==> config.mk <==
export PLATFORM = sky130hd
export DESIGN_NAME = product_assembler
export DESIGN_NICKNAME = d
export VERILOG_FILES = /design/src/rtl/product_assembler_pkg.sv /design/src/rtl/product_assembler_normalizer.sv /design/src/rtl/product_assembler.sv
export SDC_FILE = /design/constraint.sdc
export NUM_CORES = 1
export LEC_CHECK = 0
export ABC_AREA = 0
export CORE_ASPECT_RATIO = 0.6
export CORE_MARGIN = 3
export CORE_UTILIZATION = 38
export CTS_CLUSTER_SIZE = 30
export DETAILED_ROUTE_END_ITERATION = 10
export SETUP_SLACK_MARGIN = 0.2
export SLEW_MARGIN = 40
export SYNTH_ARGS = -nofsm -noshare
export SYNTH_HDL_FRONTEND = slang
export SYNTH_HIERARCHICAL = 1
export SYNTH_SLANG_ARGS = --single-unit
==> constraint.sdc <==
create_clock -name clk -period 3.7 [get_ports clk]
set_clock_uncertainty 0.1 [all_clocks]
set_input_delay 0.925 -clock clk [delete_from_list [all_inputs] [get_ports clk]]
set_output_delay 0.925 -clock clk [all_outputs]
set_load 0.01 [all_outputs]
==> src/rtl/product_assembler_pkg.sv <==
// Shared FPU definitions for the mantissa product assembler: partial-product
// alignment codes, FSM state encoding and datapath sizes.
package product_assembler_pkg;

  localparam int PP_COUNT  = 4;
  localparam int ACC_WIDTH = 48;

  // Counter value at which the final partial product is accepted
  localparam logic [2:0] PP_LAST = 3'(PP_COUNT - 1);

  // pp_shift_in encodings; the fourth code (3) is invalid and contributes zero
  localparam logic [1:0] PP_SHIFT_0  = 2'd0;
  localparam logic [1:0] PP_SHIFT_16 = 2'd1;
  localparam logic [1:0] PP_SHIFT_32 = 2'd2;

  typedef enum logic [1:0] {
    ST_IDLE  = 2'd0,
    ST_ACCUM = 2'd1,
    ST_NORM  = 2'd2,
    ST_DONE  = 2'd3
  } state_e;

  // Place a 32-bit partial product at its weight inside the 48-bit accumulator.
  // Bits pushed beyond bit 47 are dropped, giving modulo-2^48 addition.
  function automatic logic [ACC_WIDTH-1:0] align_pp(input logic [31:0] pp,
                                                     input logic [1:0]  code);
    logic [ACC_WIDTH-1:0] aligned;
    case (code)
      PP_SHIFT_0:  aligned = {16'd0, pp};
      PP_SHIFT_16: aligned = {pp, 16'd0};
      PP_SHIFT_32: aligned = {pp[15:0], 32'd0};
      default:     aligned = 48'd0;
    endcase
    return aligned;
  endfunction

endpackage

==> src/rtl/product_assembler_normalizer.sv <==
// product_normalizer: combinational normalization of a 48-bit mantissa
// product into a 24-bit mantissa (hidden bit at [23]) plus guard/round/sticky.
// Macro FPU_GRS_EN: when defined, guard/round/sticky are computed; otherwise
// they are tied to 0 (truncation mode) and no sticky OR-tree is built.
module product_normalizer
  import product_assembler_pkg::*;
(
  input  logic [ACC_WIDTH-1:0] acc_in,
  output logic [23:0]          mantissa_out,
  output logic                 norm_shift_out,
  output logic                 guard_out,
  output logic                 round_out,
  output logic                 sticky_out
);

  // Product in [2.0, 4.0) has its leading one at bit 47; otherwise at bit 46
  always_comb begin
    norm_shift_out = acc_in[47];
    if (acc_in[47]) begin
      mantissa_out = acc_in[47:24];
    end else begin
      mantissa_out = acc_in[46:23];
    end
  end

`ifdef FPU_GRS_EN
  // Rounding bits sit directly below the selected mantissa window
  always_comb begin
    if (acc_in[47]) begin
      guard_out  = acc_in[23];
      round_out  = acc_in[22];
      sticky_out = |acc_in[21:0];
    end else begin
      guard_out  = acc_in[22];
      round_out  = acc_in[21];
      sticky_out = |acc_in[20:0];
    end
  end
`else
  // Truncation mode: low product bits are discarded
  logic unused_low_s;
  assign unused_low_s = ^acc_in[22:0];

  // Rounding information is not produced in truncation mode
  always_comb begin
    guard_out  = 1'b0;
    round_out  = 1'b0;
    sticky_out = 1'b0;
  end
`endif

endmodule

==> src/rtl/product_assembler.sv <==
// product_assembler: accumulates four aligned 16x16 partial products into a
// 48-bit 24x24 mantissa product, then normalizes it and presents registered
// mantissa/GRS results with a one-cycle done pulse.
// Macro FPU_GRS_EN enables guard/round/sticky outputs (see product_normalizer).
module product_assembler
  import product_assembler_pkg::*;
(
  input  logic        clk,
  input  logic        reset,
  input  logic        start_in,
  input  logic        pp_valid_in,
  input  logic [1:0]  pp_shift_in,
  input  logic [31:0] pp_in,
  output logic        busy_out,
  output logic        done_out,
  output logic [23:0] mantissa_out,
  output logic        norm_shift_out,
  output logic        guard_out,
  output logic        round_out,
  output logic        sticky_out
);

  state_e               state_q, state_d;
  logic [ACC_WIDTH-1:0] acc_q, acc_d;
  logic [2:0]           cnt_q, cnt_d;
  logic                 busy_q, busy_d;
  logic                 done_q, done_d;
  logic [23:0]          mant_q, mant_d;
  logic                 norm_q, norm_d;
  logic                 guard_q, guard_d;
  logic                 round_q, round_d;
  logic                 sticky_q, sticky_d;

  logic [23:0] nrm_mant_s;
  logic        nrm_norm_s;
  logic        nrm_guard_s;
  logic        nrm_round_s;
  logic        nrm_sticky_s;

  product_normalizer u_normalizer (
    .acc_in         (acc_q),
    .mantissa_out   (nrm_mant_s),
    .norm_shift_out (nrm_norm_s),
    .guard_out      (nrm_guard_s),
    .round_out      (nrm_round_s),
    .sticky_out     (nrm_sticky_s)
  );

  // Next-state, accumulation and result-capture logic
  always_comb begin
    state_d  = state_q;
    acc_d    = acc_q;
    cnt_d    = cnt_q;
    mant_d   = mant_q;
    norm_d   = norm_q;
    guard_d  = guard_q;
    round_d  = round_q;
    sticky_d = sticky_q;
    case (state_q)
      ST_IDLE: begin
        if (start_in) begin
          state_d = ST_ACCUM;
          acc_d   = 48'd0;
          cnt_d   = 3'd0;
        end else begin
          state_d = ST_IDLE;
        end
      end
      ST_ACCUM: begin
        if (pp_valid_in) begin
          acc_d = acc_q + align_pp(pp_in, pp_shift_in);
          cnt_d = cnt_q + 3'd1;
          if (cnt_q == PP_LAST) begin
            state_d = ST_NORM;
          end else begin
            state_d = ST_ACCUM;
          end
        end else begin
          state_d = ST_ACCUM;
        end
      end
      ST_NORM: begin
        state_d  = ST_DONE;
        mant_d   = nrm_mant_s;
        norm_d   = nrm_norm_s;
        guard_d  = nrm_guard_s;
        round_d  = nrm_round_s;
        sticky_d = nrm_sticky_s;
      end
      ST_DONE: begin
        state_d = ST_IDLE;
      end
      default: begin
        state_d = ST_IDLE;
      end
    endcase
    busy_d = (state_d != ST_IDLE);
    done_d = (state_d == ST_DONE);
  end

  // State, datapath and registered-output flops
  always_ff @(posedge clk or posedge reset) begin
    if (reset) begin
      state_q  <= ST_IDLE;
      acc_q    <= 48'd0;
      cnt_q    <= 3'd0;
      busy_q   <= 1'b0;
      done_q   <= 1'b0;
      mant_q   <= 24'd0;
      norm_q   <= 1'b0;
      guard_q  <= 1'b0;
      round_q  <= 1'b0;
      sticky_q <= 1'b0;
    end else begin
      state_q  <= state_d;
      acc_q    <= acc_d;
      cnt_q    <= cnt_d;
      busy_q   <= busy_d;
      done_q   <= done_d;
      mant_q   <= mant_d;
      norm_q   <= norm_d;
      guard_q  <= guard_d;
      round_q  <= round_d;
      sticky_q <= sticky_d;
    end
  end

  assign busy_out       = busy_q;
  assign done_out       = done_q;
  assign mantissa_out   = mant_q;
  assign norm_shift_out = norm_q;
  assign guard_out      = guard_q;
  assign round_out      = round_q;
  assign sticky_out     = sticky_q;

endmodule

Word-level counts from Yosys, hierarchy flattened
Index checks and enable logic that the tools add are counted.
- register bits: 80
- bits of input ports: 38
- output and inout bits: 30
- word-level logic and storage cells: 37
- add/subtract/negate cells: 2
- equal/unequal tests: 9
- multiplexer cells: 14
- reduce and logical (&&, ||, !) cells: 5
- operators with widths (operator ; number):
    48-bit 2-to-1 mux ; 4
    48-bit case mux with 3 select lines ; 1
    48-bit case mux with 2 select lines ; 1
    48-bit adder ; 1
    24-bit 2-to-1 mux ; 1
    2-bit == test (second input constant) ; 4
    2-bit case mux with 4 select lines ; 1
    3-bit 2-to-1 mux ; 2
    3-bit case mux with 2 select lines ; 1
    2-bit by 1-bit == test with 1-bit output (second input constant) ; 2
    2-bit zero test ; 2
    2-bit 2-to-1 mux ; 2
    2-bit inequality test (second input constant) ; 2
    2-bit nonzero test ; 2
    3-bit by 1-bit adder with 3-bit output (second input constant) ; 1
    3-bit by 2-bit == test with 1-bit output (second input constant) ; 1
    3-bit AND reduction ; 1
    1-bit 2-to-1 mux ; 1

Logic depth before layout (Yosys ltp)
Gate-level depths: netlist of run 1.
- word-level depth: 7
- depth in mapped cells: 16
- depth with buffers taken out: 14

By module
The synthesis of run 1 kept the hierarchy.
- modules (own cells, without submodules) (module ; times used ; cells each ; area an instance (um2) ; seq. area each (um2)):
    product_assembler ; 1 ; 690 ; 6195.9 ; 2077.0
    product_normalizer ; 1 ; 32 ; 421.7 ; 0.0

Least setup slack after synthesis of run 1
Ideal clock, no wire load.
- kind: input port to flip-flop
- from: input pp_shift_in[0]
- to: register acc_q[45]
- library setup time: 0.130 ns
- arrival: 4.235 ns
- required time: 3.470 ns
- path slack: -0.765 ns
- stages: 15
- path buffers: 2
- cells stage by stage: clkbuf_1 > clkbuf_1 > mux2i_1 > nor2_1 > ha_1 > a21oi_1 > o21ai_2 > or3_1 > nor3_4 > o31ai_2 > a221oi_4 > o41ai_2 > a221oi_2 > xor2_1 > o21ai_1
- longest elaborated chain between the ends: 7
- elaborated cells on any way between the ends: 9
- those cells by class: add/sub: 1; eq/ne: 2; mux: 5; reduce/logical: 1
- ends and longest elaborated chain (what ; RTL line ; RTL):
    start, declared ; product_assembler.sv:12 ; input logic [1:0] pp_shift_in,
    2-bit == test, or another cell as far along ; product_assembler_pkg.sv:28 ; case (code)
    48-bit case mux with 3 select lines * ; product_assembler_pkg.sv:28 ;
    48-bit 2-to-1 mux * ; product_assembler.sv:70 ; if (pp_valid_in) begin
    48-bit 2-to-1 mux * ; product_assembler.sv:59 ; case (state_q)
    48-bit adder * ; product_assembler.sv:71 ; acc_d = acc_q + align_pp(pp_in, pp_shift_in);
    48-bit 2-to-1 mux * ; product_assembler.sv:70 ;
    48-bit case mux with 2 select lines * ; product_assembler.sv:59 ;
    end signal, assigned ; product_assembler.sv:105 ; acc_q <= 48'd0;
    end signal, assigned ; product_assembler.sv:116 ; acc_q <= acc_d;
    end, declared ; product_assembler.sv:24 ; logic [ACC_WIDTH-1:0] acc_q, acc_d;
Mark *: on every way between the ends. The rest lies on a longest branch, timed or not. The select of a mux whose other input is x is not followed.
A chain may end at the register's enable or synchronous reset.

Worst setup path in the final report of run 1
- from: input pp_shift_in[0]
- to: register acc_q[42]
Same word-level chain as after synthesis.

==> results.md, run 1 <==
- Initial antenna violation count: 0
- CP arrival: between 3 and 4 ns
- Synth Warn #: 6
- Critical path launch point type: input port
- FP Rows: 36
- WHS: approximately 0.39 ns
- Hold Path Class: register to register
- Antenna-violating nets left: 0
- H-tree levels: 3
- Final core utilization: 0.607
- Critical path fanouts, max: 4
- ANT cells: 0
- Layout fillers: about 1400
- Initial core utilization: 0.398
- Max Cap Viol: 0
- DRT iter0 DRCs: between 400 and 500
- Register-to-Register Path Depth: 13
- Nets: roughly 1100
- I/O Buffers: 67
- Largest net degree at the start of global routing: 45
- Ports: 68
- Tot GR Track Use: 0.236
- Sequential cell area: approximately 0.0021 mm2
- Mapped Area: between 0.006 and 0.007 mm2
- Vias in the first global route: 6416
- Final Cycle Share: 1.02
- CTS Sinks: between 80 and 90
- Multi-input combinational cell area: 0.00484 mm2
- Post-synthesis cell count: between 700 and 800
- Area of the die: between 0.015 and 0.02 mm2
- Clock latency on the worst-skew pair: ~0.35 ns
- Worst-Margin Slew: roughly 0.8 ns
- Vias: between 6000 and 7000
- Seq/Total Area, Yosys: 0.314
- Vias/cell: 5.38
- Distinct cells, synth: between 60 and 70
- Failing checks: negative setup slack
- Leading register cell type out of synthesis: dfrtp_1
- Worst hold path depth: 2
- Hpwl dp: 16.5 mm
- CTS tree: built
- Die Y-Extent: ~110 um
- Routability cong.: 0.990
- Commonest non-fill, non-tap cell in the layout: buf_4
- Leakage power: 4.78 nW
- Wire length per cell: 18.3 um
- Relative slew slack: 0.482
- Maximum vdd drop: about 0.37 mV
- Post-synth ARST share: 1.00
- Net Sw Power: roughly 2.7 mW
- Gate power share: 0.615
- Initial DRT Pass Iterations: 5
- Crit path time final: between 3 and 4 ns
- Status: complete, but fails checks
- Final count of hold timing violations: 0
- Net Sw Frac: 0.400
- TritonCTS Buffers: 9
- Pwr Density: between 600 and 700 mW/mm2
- Worst-path clk slew: 0.07 ns
- RSZ-0062 raised after global routing: true
- Die X: 176 um
- GRT overflow: 0
- Crit Path Class: input port to register
- #FFs+latches synth: a little over 80
- Critical Path End Type: register
- Clock share of power: 0.145
- First-pass GRT wire length: approximately 35 mm
- Most frequent cells in the layout: buf_4, dfrtp_1, nand2_1
- Fmax: ~260 MHz
- Clk buf depth: 2
- Area Overhead vs Synth: 52.4%
- Mean post-synth cell area: 9.17 um2
- # setup viols final: 4
- Core area: approximately 0.017 mm2
- Pint: 4.07 mW
- Max Slew Vio Count: 0
- CTS Hold Buffers Added: 0
- Sequential Power Share: 0.241
- Share of layout cells above drive strength 1: 0.421
- Final worst slack: -0.0912 ns
- Root Driver: clkbuf_16
- Wirelength, routed: between 20 and 25 mm
- DRC viols: 0
- WP data required: about 3.9 ns
- EDFF count, synth: 0
stage by stage:
stage / power, mW / std cells / setup slack, ns / area, um2 / setup TNS (ns)
3_5_place_dp: 5.19 / 1159 / -0.962 / 8770 / -20.42
6_report: 6.79 / 1228 / -0.0912 / 10100 / -0.235
2_1_floorplan: 3.73 / 724 / -0.267 / 6700 / -1.37
3_3_place_gp: 5.11 / 1159 / -0.934 / 8770 / -18.79
5_1_grt: 7.26 / 1228 / -0.180 / 10100 / -1.19
4_1_cts: 6.54 / 1208 / 0.0230 / 9670 / 0
state kept, by name (all words and copies together) (netlist names):
register	count
busy_out	1
guard_out	1
mantissa_out	24
cnt_q	3
sticky_out	1
acc_q	48
state_q	2
round_out	1
norm_shift_out	1
done_out	1
final cells by class:
cell class	count	area share
multi-input cells	589	0.480
clock buffers	10	0.0237
inverters	11	0.00434
well taps	228	0.0283
repair buffers	301	0.250
clock inverters	6	0.00707
flip-flops and latches	83	0.206
path summary, 6_finish.rpt:
path | end | slack, ns | start
worst min register to register | cnt_q[1]$_DFFE_PP0P_ | 0.39 | cnt_q[1]$_DFFE_PP0P_
worst max register to register | acc_q[42]$_DFFE_PP0P_ | 0.30 | acc_q[0]$_DFFE_PP0P_
min in group asynchronous | round_out$_DFFE_PP0P_ | 0.89 | reset
worst max-delay path | acc_q[42]$_DFFE_PP0P_ | -0.09 | pp_shift_in[0]
worst min-delay path | cnt_q[1]$_DFFE_PP0P_ | 0.39 | cnt_q[1]$_DFFE_PP0P_
max in group asynchronous | acc_q[16]$_DFFE_PP0P_ | 1.94 | reset
cell usage after synthesis (5+ instances only):
library cell / instances / area share
o21ai_0: 52 / 0.039
nand2_1: 85 / 0.048
inv_1: 11 / 0.0062
a21oi_2: 9 / 0.012
o21ai_1: 18 / 0.014
mux2_2: 32 / 0.054
a22o_1: 16 / 0.021
nand4_1: 10 / 0.0095
ha_1: 49 / 0.093
nor2b_1: 7 / 0.0066
xor2_1: 20 / 0.026
nor3_1: 10 / 0.0076
nand2b_1: 5 / 0.0047
o21bai_1: 7 / 0.0079
a211oi_1: 5 / 0.0057
mux2_4: 19 / 0.043
mux2i_1: 17 / 0.026
a21o_1: 24 / 0.027
xnor2_1: 22 / 0.029
and2_1: 18 / 0.017
nand3_1: 5 / 0.0038
a21oi_1: 49 / 0.037
clkbuf_1: 24 / 0.014
dfrtp_1: 83 / 0.31
a31oi_1: 6 / 0.0057
nor2_1: 48 / 0.027
kinds of logic after synthesis:
family / Yosys count / synth area share
AND/OR/NAND/NOR: 203 / 0.141
adder cells (fa/ha/maj): 50 / 0.0957
XOR/XNOR: 42 / 0.0556
AO/OA/AOI/OAI: 223 / 0.227
other: 1 / 0.000567
buffers and inverters: 52 / 0.0422
multiplexers: 68 / 0.123
flip-flops: 83 / 0.314
worst max-delay path: stages:
cell      delay [ns]
buf_8           0.09
nor2_4          0.04
and2_4          0.14
ha_4            0.16
fa_2            0.37
a211oi_2        0.27
o211ai_1        0.27
a21oi_2         0.26
o221ai_2        0.13
a21o_1          0.22
a31oi_1         0.19
buf_4           0.15
a21o_1          0.14
a21boi_2        0.06
or3_1           0.31
a32o_1          0.22
power by group through the flow:
| stage | logic (mW) | registers [mW] | clock network [mW] |
|---|---|---|---|
| final | 4.17 | 1.63 | 0.981 |
| after global routing | 4.53 | 1.69 | 1.04 |
| after CTS | 3.91 | 1.63 | 1.00 |
| after detailed placement | 3.58 | 1.61 | 0 |
| after global placement | 3.51 | 1.59 | 0 |
| after floorplan | 2.17 | 1.56 | 0 |
metal layers:
metal  share of wire  wire length (um)  global-route usage
met1            0.50             11300               0.351
met2            0.43              9760               0.357
met3           0.056              1260              0.0505
met4          0.0076               170              0.0392
met5               0                 0                   0
repair_timing:
item | in CTS | in global routing
setup buffers | 33 | 19
gates cloned | 0 | 1
endpoints found under the setup margin | 32 | 20
resized for setup | 116 | 51
pin swaps | 65 | 50
(Power assumes the default switching activity.)
==> run 2: changes to the inputs <==
- CORE_MARGIN: 3 -> 10
- SETUP_SLACK_MARGIN: 0.2 -> default
==> results.md, run 2 (same netlist as run 1, synthesis figures left out) <==
- Register-to-register path setup slack: 0.31 ns
- Nets: roughly 1100
- Max Slew Vio Count: 0
- HP Start: cnt_q[2]$_DFFE_PP0P_
- Hpwl dp: 17.2 mm
- Maximum vdd drop: between 0.3 and 0.4 mV
- Placed inst area: roughly 0.009 mm2
- Fin cells: between 1000 and 1500
- Final count of hold timing violations: 0
- Vias: ~6600
- Most frequent cells in the layout: buf_4, nand2_1, dfrtp_1
- Wirelength, routed: roughly 23 mm
- Root Driver: clkbuf_16
- Failing checks: negative setup slack
- Sequential cell area: between 0.002 and 0.0025 mm2
- WHS: roughly 0.38 ns
- Clock latency on the worst-skew pair: 0.35 ns
- Worst-path clk slew: 0.07 ns
- Leakage power: 4.71 nW
- Routability cong.: a little under 1
- Placed cells: roughly 1200
- DRT iter0 DRCs: approximately 570
- Total power: ~6.7 mW
- Max reg flops: 48
- Die X: roughly 190 um
- Crit Path Class: input port to register
- Layout fillers: between 1000 and 1500
- Hold Path Class: register to register
- Commonest non-fill, non-tap cell in the layout: buf_4
- Multi-input combinational cell area: between 0.004 and 0.005 mm2
- Worst r2r src: acc_q[0]$_DFFE_PP0P_
- Initial DRT Pass Iterations: 5
- Initial antenna violation count: 0
- FP Rows: 37
- Fin area: ~0.01 mm2
- CP arrival: slightly below 4 ns
- Area Overhead vs Synth: 51.3%
- Top reg by flops: acc_q
- Final Cycle Share: 1.04
- Fmax: approximately 260 MHz
- # setup viols final: 3
- Status: complete, but fails checks
- Worst-Margin Slew: roughly 0.77 ns
- WP data required: between 3 and 4 ns
- Max Cap Viol: 0
- Share of layout cells above drive strength 1: 0.414
- Core area: roughly 0.017 mm2
- Antenna-violating nets left: 0
- Critical Path End Type: register
- Post-placement setup slack: -1.17 ns
- Critical path fanouts, max: 3
- RSZ-0062 raised after global routing: true
- First-pass GRT wire length: approximately 36 mm
- Pwr Density: slightly below 700 mW/mm2
- Final worst slack: -0.136 ns
- Setup TNS: -0.205 ns
- CTS Sinks: between 80 and 90
- Vias/cell: between 5 and 6
- Critical path launch point type: input port
- Clk buf depth: 2
- CTS tree: built
- ANT cells: 0
- WHS Endpoint: cnt_q[2]$_DFFE_PP0P_
- I/O Buffers: 67
- RR Endpoint: acc_q[42]$_DFFE_PP0P_
- Ports: between 60 and 70
- GRT overflow: 0
- Register-to-Register Path Depth: 13
- DRC viols: 0
- Tot GR Track Use: 0.194
- H-tree levels: 3
- Initial core utilization: 0.386
- Crit path time final: 3.84 ns
- Die Y-Extent: ~120 um
- Wire length per cell: slightly below 20 um
- Final core utilization: 0.584
- TritonCTS Buffers: 9
- Vias in the first global route: 6589
- Relative slew slack: 0.485
- Largest net degree at the start of global routing: between 40 and 50
- CTS Hold Buffers Added: 0
- Area of the die: around 0.023 mm2
- Worst hold path depth: 2
-- run 2: cell types whose count changed in the layout (fill, tap and decap cells not counted), moves of 3 or more --
cell	delta
clkdlybuf4s50_1	+3
dlygate4sd2_1	-9
a31oi_2	+3
buf_4	-7
dlymetal6s2s_1	+4
ha_4	+3
nor2_2	-4
a21oi_1	+3
nor2_1	+5
o21ai_1	-4
buf_6	-3
-- run 2: layout make-up --
class	count	area share
Clock buffer	9	0.0225
Clock inverter	5	0.00563
Inverter	11	0.00425
Multi-Input combinational cell	589	0.490
Sequential cell	83	0.208
Tap cell	234	0.0293
Timing Repair Buffer	289	0.241
-- run 2: timing repair --
action | CTS | global route
setup buffers | 23 | 13
pin swaps | 55 | 48
setup endpoints to repair | 28 | 17
gates resized for setup | 94 | 71
endpoints found under the hold margin | 0 | 0
-- run 2: worst max path at each step --
stage,slack (ns),to,start,depth (start not counted)
2_1_floorplan,-0.27,acc_q[42]$_DFFE_PP0P_,pp_shift_in[0],15
3_3_place_gp,-1.15,acc_q[42]$_DFFE_PP0P_,pp_shift_in[1],16
3_5_place_dp,-1.17,acc_q[42]$_DFFE_PP0P_,pp_shift_in[1],16
4_1_cts,-0.04,acc_q[42]$_DFFE_PP0P_,pp_shift_in[0],16
5_1_grt,-0.20,acc_q[42]$_DFFE_PP0P_,pp_shift_in[0],16
6_report,-0.14,acc_q[42]$_DFFE_PP0P_,pp_shift_in[0],16
-- run 2: per-layer routing --
metal | track usage | routed length [um] | vias up
li1 | - | - | 3145
met1 | 0.276 | 11400 | 3175
met2 | 0.290 | 9880 | 206
met3 | 0.0456 | 1740 | 38
met4 | 0.0495 | 452 | 0
met5 | 0 | 0 | -
-- run 2: where the power goes --
part / total (mW) / internal [mW] / switching, mW
clock network: 0.926 / 0.516 / 0.411
registers: 1.67 / 1.28 / 0.390
logic: 4.14 / 2.22 / 1.92
total: 6.74 / 4.01 / 2.72
-- run 2: critical path, stage by stage --
cell and delay, ns:
buf_8 0.09, nor2_4 0.05, and2_4 0.15, ha_4 0.16, fa_2 0.36, a211oi_4 0.25, o211ai_1 0.22, a21oi_2 0.23
o221ai_2 0.13, a21o_1 0.23, a31oi_2 0.19, buf_4 0.15, a21o_1 0.12, a21boi_1 0.07, or3_1 0.38, a32o_1 0.26
==> run 3: changes to the inputs <==
- SKIP_CTS_REPAIR_TIMING: default -> 1
==> results.md, run 3 (same netlist as run 1, synthesis figures left out) <==
- Status: complete, but fails checks
- Failing checks: negative setup slack
- H-tree levels: 3
- Fin area: roughly 0.010 mm2
- Net Sw Frac: 0.405
- Area Overhead vs Synth: 52.5%
- Die Y-Extent: 122 um
- Vias in the first global route: approximately 6300
- RSZ-0062 raised after global routing: true
- Relative slew slack: 0.475
- Die X: between 150 and 200 um
- Wire length per cell: between 15 and 20 um
- Pint: roughly 4 mW
- Total power: 6.73 mW
- Max Slew Vio Count: 0
- Max reg flops: 48
- Crit path time final: around 3.8 ns
- Max Cap Viol: 0
- Core area: between 0.015 and 0.02 mm2
- Clock latency on the worst-skew pair: between 0.3 and 0.4 ns
- DRC viols: 0
- CTS tree: built
- Largest net degree at the start of global routing: 48
- Worst-path clk slew: 0.07 ns
- Most frequent cells in the layout: buf_4, nand2_1, dfrtp_1
- Pwr Density: between 600 and 700 mW/mm2
- GRT overflow: 0
- Nets: ~1100
- Share of layout cells above drive strength 1: 0.419
- Initial antenna violation count: 0
- Hold Path Class: register to register
- Final worst slack: -0.0592 ns
- Initial core utilization: 0.386
- # setup viols final: 4
- Layout fillers: about 1500
- Setup TNS: -0.112 ns
- Net Sw Power: between 2 and 3 mW
- Ports: between 60 and 70
- CTS Sinks: a little over 80
- Critical path launch point type: input port
- Placed inst area: about 0.0088 mm2
- Top reg by flops: acc_q
- Initial DRT Pass Iterations: 5
- ANT cells: 0
- First-pass GRT wire length: approximately 34 mm
- TritonCTS Buffers: 9
- Sequential Power Share: 0.249
- Hpwl dp: 17.2 mm
- Vias/cell: 5.36
- Final core utilization: 0.589
- CP arrival: between 3 and 4 ns
- Fmax: 266 MHz
- WP data required: between 3 and 4 ns
- Routability cong.: 0.979
- Commonest non-fill, non-tap cell in the layout: buf_4
- Final Cycle Share: 1.02
- Gate power share: 0.614
- Clock share of power: 0.137
- Clk buf depth: 2
- FP Rows: 37
- Root Driver: clkbuf_16
- Critical path fanouts, max: 4
- Critical Path End Type: register
- Vias: ~6500
- Antenna-violating nets left: 0
- Leakage power: 4.83 nW
- DRT iter0 DRCs: just over 500
- Final count of hold timing violations: 0
- Worst-Margin Slew: slightly below 0.8 ns
- Tot GR Track Use: 0.186
- Crit Path Class: input port to register
- WHS: 0.383 ns
- Maximum vdd drop: approximately 0.32 mV
- I/O Buffers: between 60 and 70
- Wirelength, routed: 23.2 mm
- Area of the die: approximately 0.023 mm2
-- run 3: cell count changes in the layout (fill, tap and decap cells not counted), moves of 4 or more --
| cell | delta |
|---|---|
| dlygate4sd2_1 | -14 |
| buf_6 | -4 |
| buf_4 | -7 |
| dlymetal6s2s_1 | +16 |
-- run 3: layer usage --
| layer | vias up | GRT usage | routed length (um) | share of wire |
|---|---|---|---|---|
| li1 | 3133 | - | - | - |
| met1 | 3133 | 0.269 | 11400 | 0.49 |
| met2 | 193 | 0.270 | 9910 | 0.43 |
| met3 | 28 | 0.0476 | 1660 | 0.071 |
| met4 | 0 | 0.0431 | 294 | 0.013 |
| met5 | - | 0 | 0 | 0 |
-- run 3: path summary, 6_finish.rpt --
kind                       slack (ns)                  from                     to  cells past startpoint
min reg2reg                      0.38  cnt_q[2]$_DFFE_PP0P_   cnt_q[2]$_DFFE_PP0P_                      2
max reg2reg                      0.40  acc_q[0]$_DFFE_PP0P_  acc_q[44]$_DFFE_PP0P_                     15
min                              0.38  cnt_q[2]$_DFFE_PP0P_   cnt_q[2]$_DFFE_PP0P_                      2
max                             -0.06        pp_shift_in[0]  acc_q[44]$_DFFE_PP0P_                     18
max in group asynchronous        1.91                 reset  acc_q[17]$_DFFE_PP0P_                      3
min in group asynchronous        0.88                 reset  round_out$_DFFE_PP0P_                      2
-- run 3: power by group through the flow --
stage          sequential, mW  clock [mW]  combinational (mW)
4_1_cts                  1.63       0.938                3.61
3_3_place_gp             1.63           0                3.50
5_1_grt                  1.73       0.991                4.48
6_report                 1.68       0.921                4.13
3_5_place_dp             1.65           0                3.58
2_1_floorplan            1.56           0                2.17
-- run 3: worst max-delay path, cell delays in order --
cell and delay, ns:
buf_12 0.10, nor2_4 0.04, and2_4 0.17, ha_4 0.16
fa_2 0.36, a211oi_4 0.25, o211ai_1 0.11, buf_4 0.17
a21oi_4 0.14, o221ai_2 0.13, a21o_1 0.25, buf_6 0.16
a21oi_4 0.21, o41ai_4 0.09, buf_4 0.17, a31oi_2 0.19
xor2_1 0.16, o21ai_1 0.07
-- run 3: final cells by class --
type	instances	area, um2	share of cell area
Tap cell	234	293	0.0290
Sequential cell	83	2080	0.206
Inverter	11	42.5	0.00422
Clock inverter	5	56.3	0.00558
Timing Repair Buffer	279	2390	0.237
Multi-Input combinational cell	589	5000	0.496
Clock buffer	9	225	0.0223
-- run 3: stage by stage --
stage / instances / setup slack, ns
3_3_place_gp: 1170 / -1.15
2_1_floorplan: 724 / -0.268
6_report: 1210 / -0.0592
4_1_cts: 1184 / -0.832
3_5_place_dp: 1170 / -1.17
5_1_grt: 1210 / -0.138
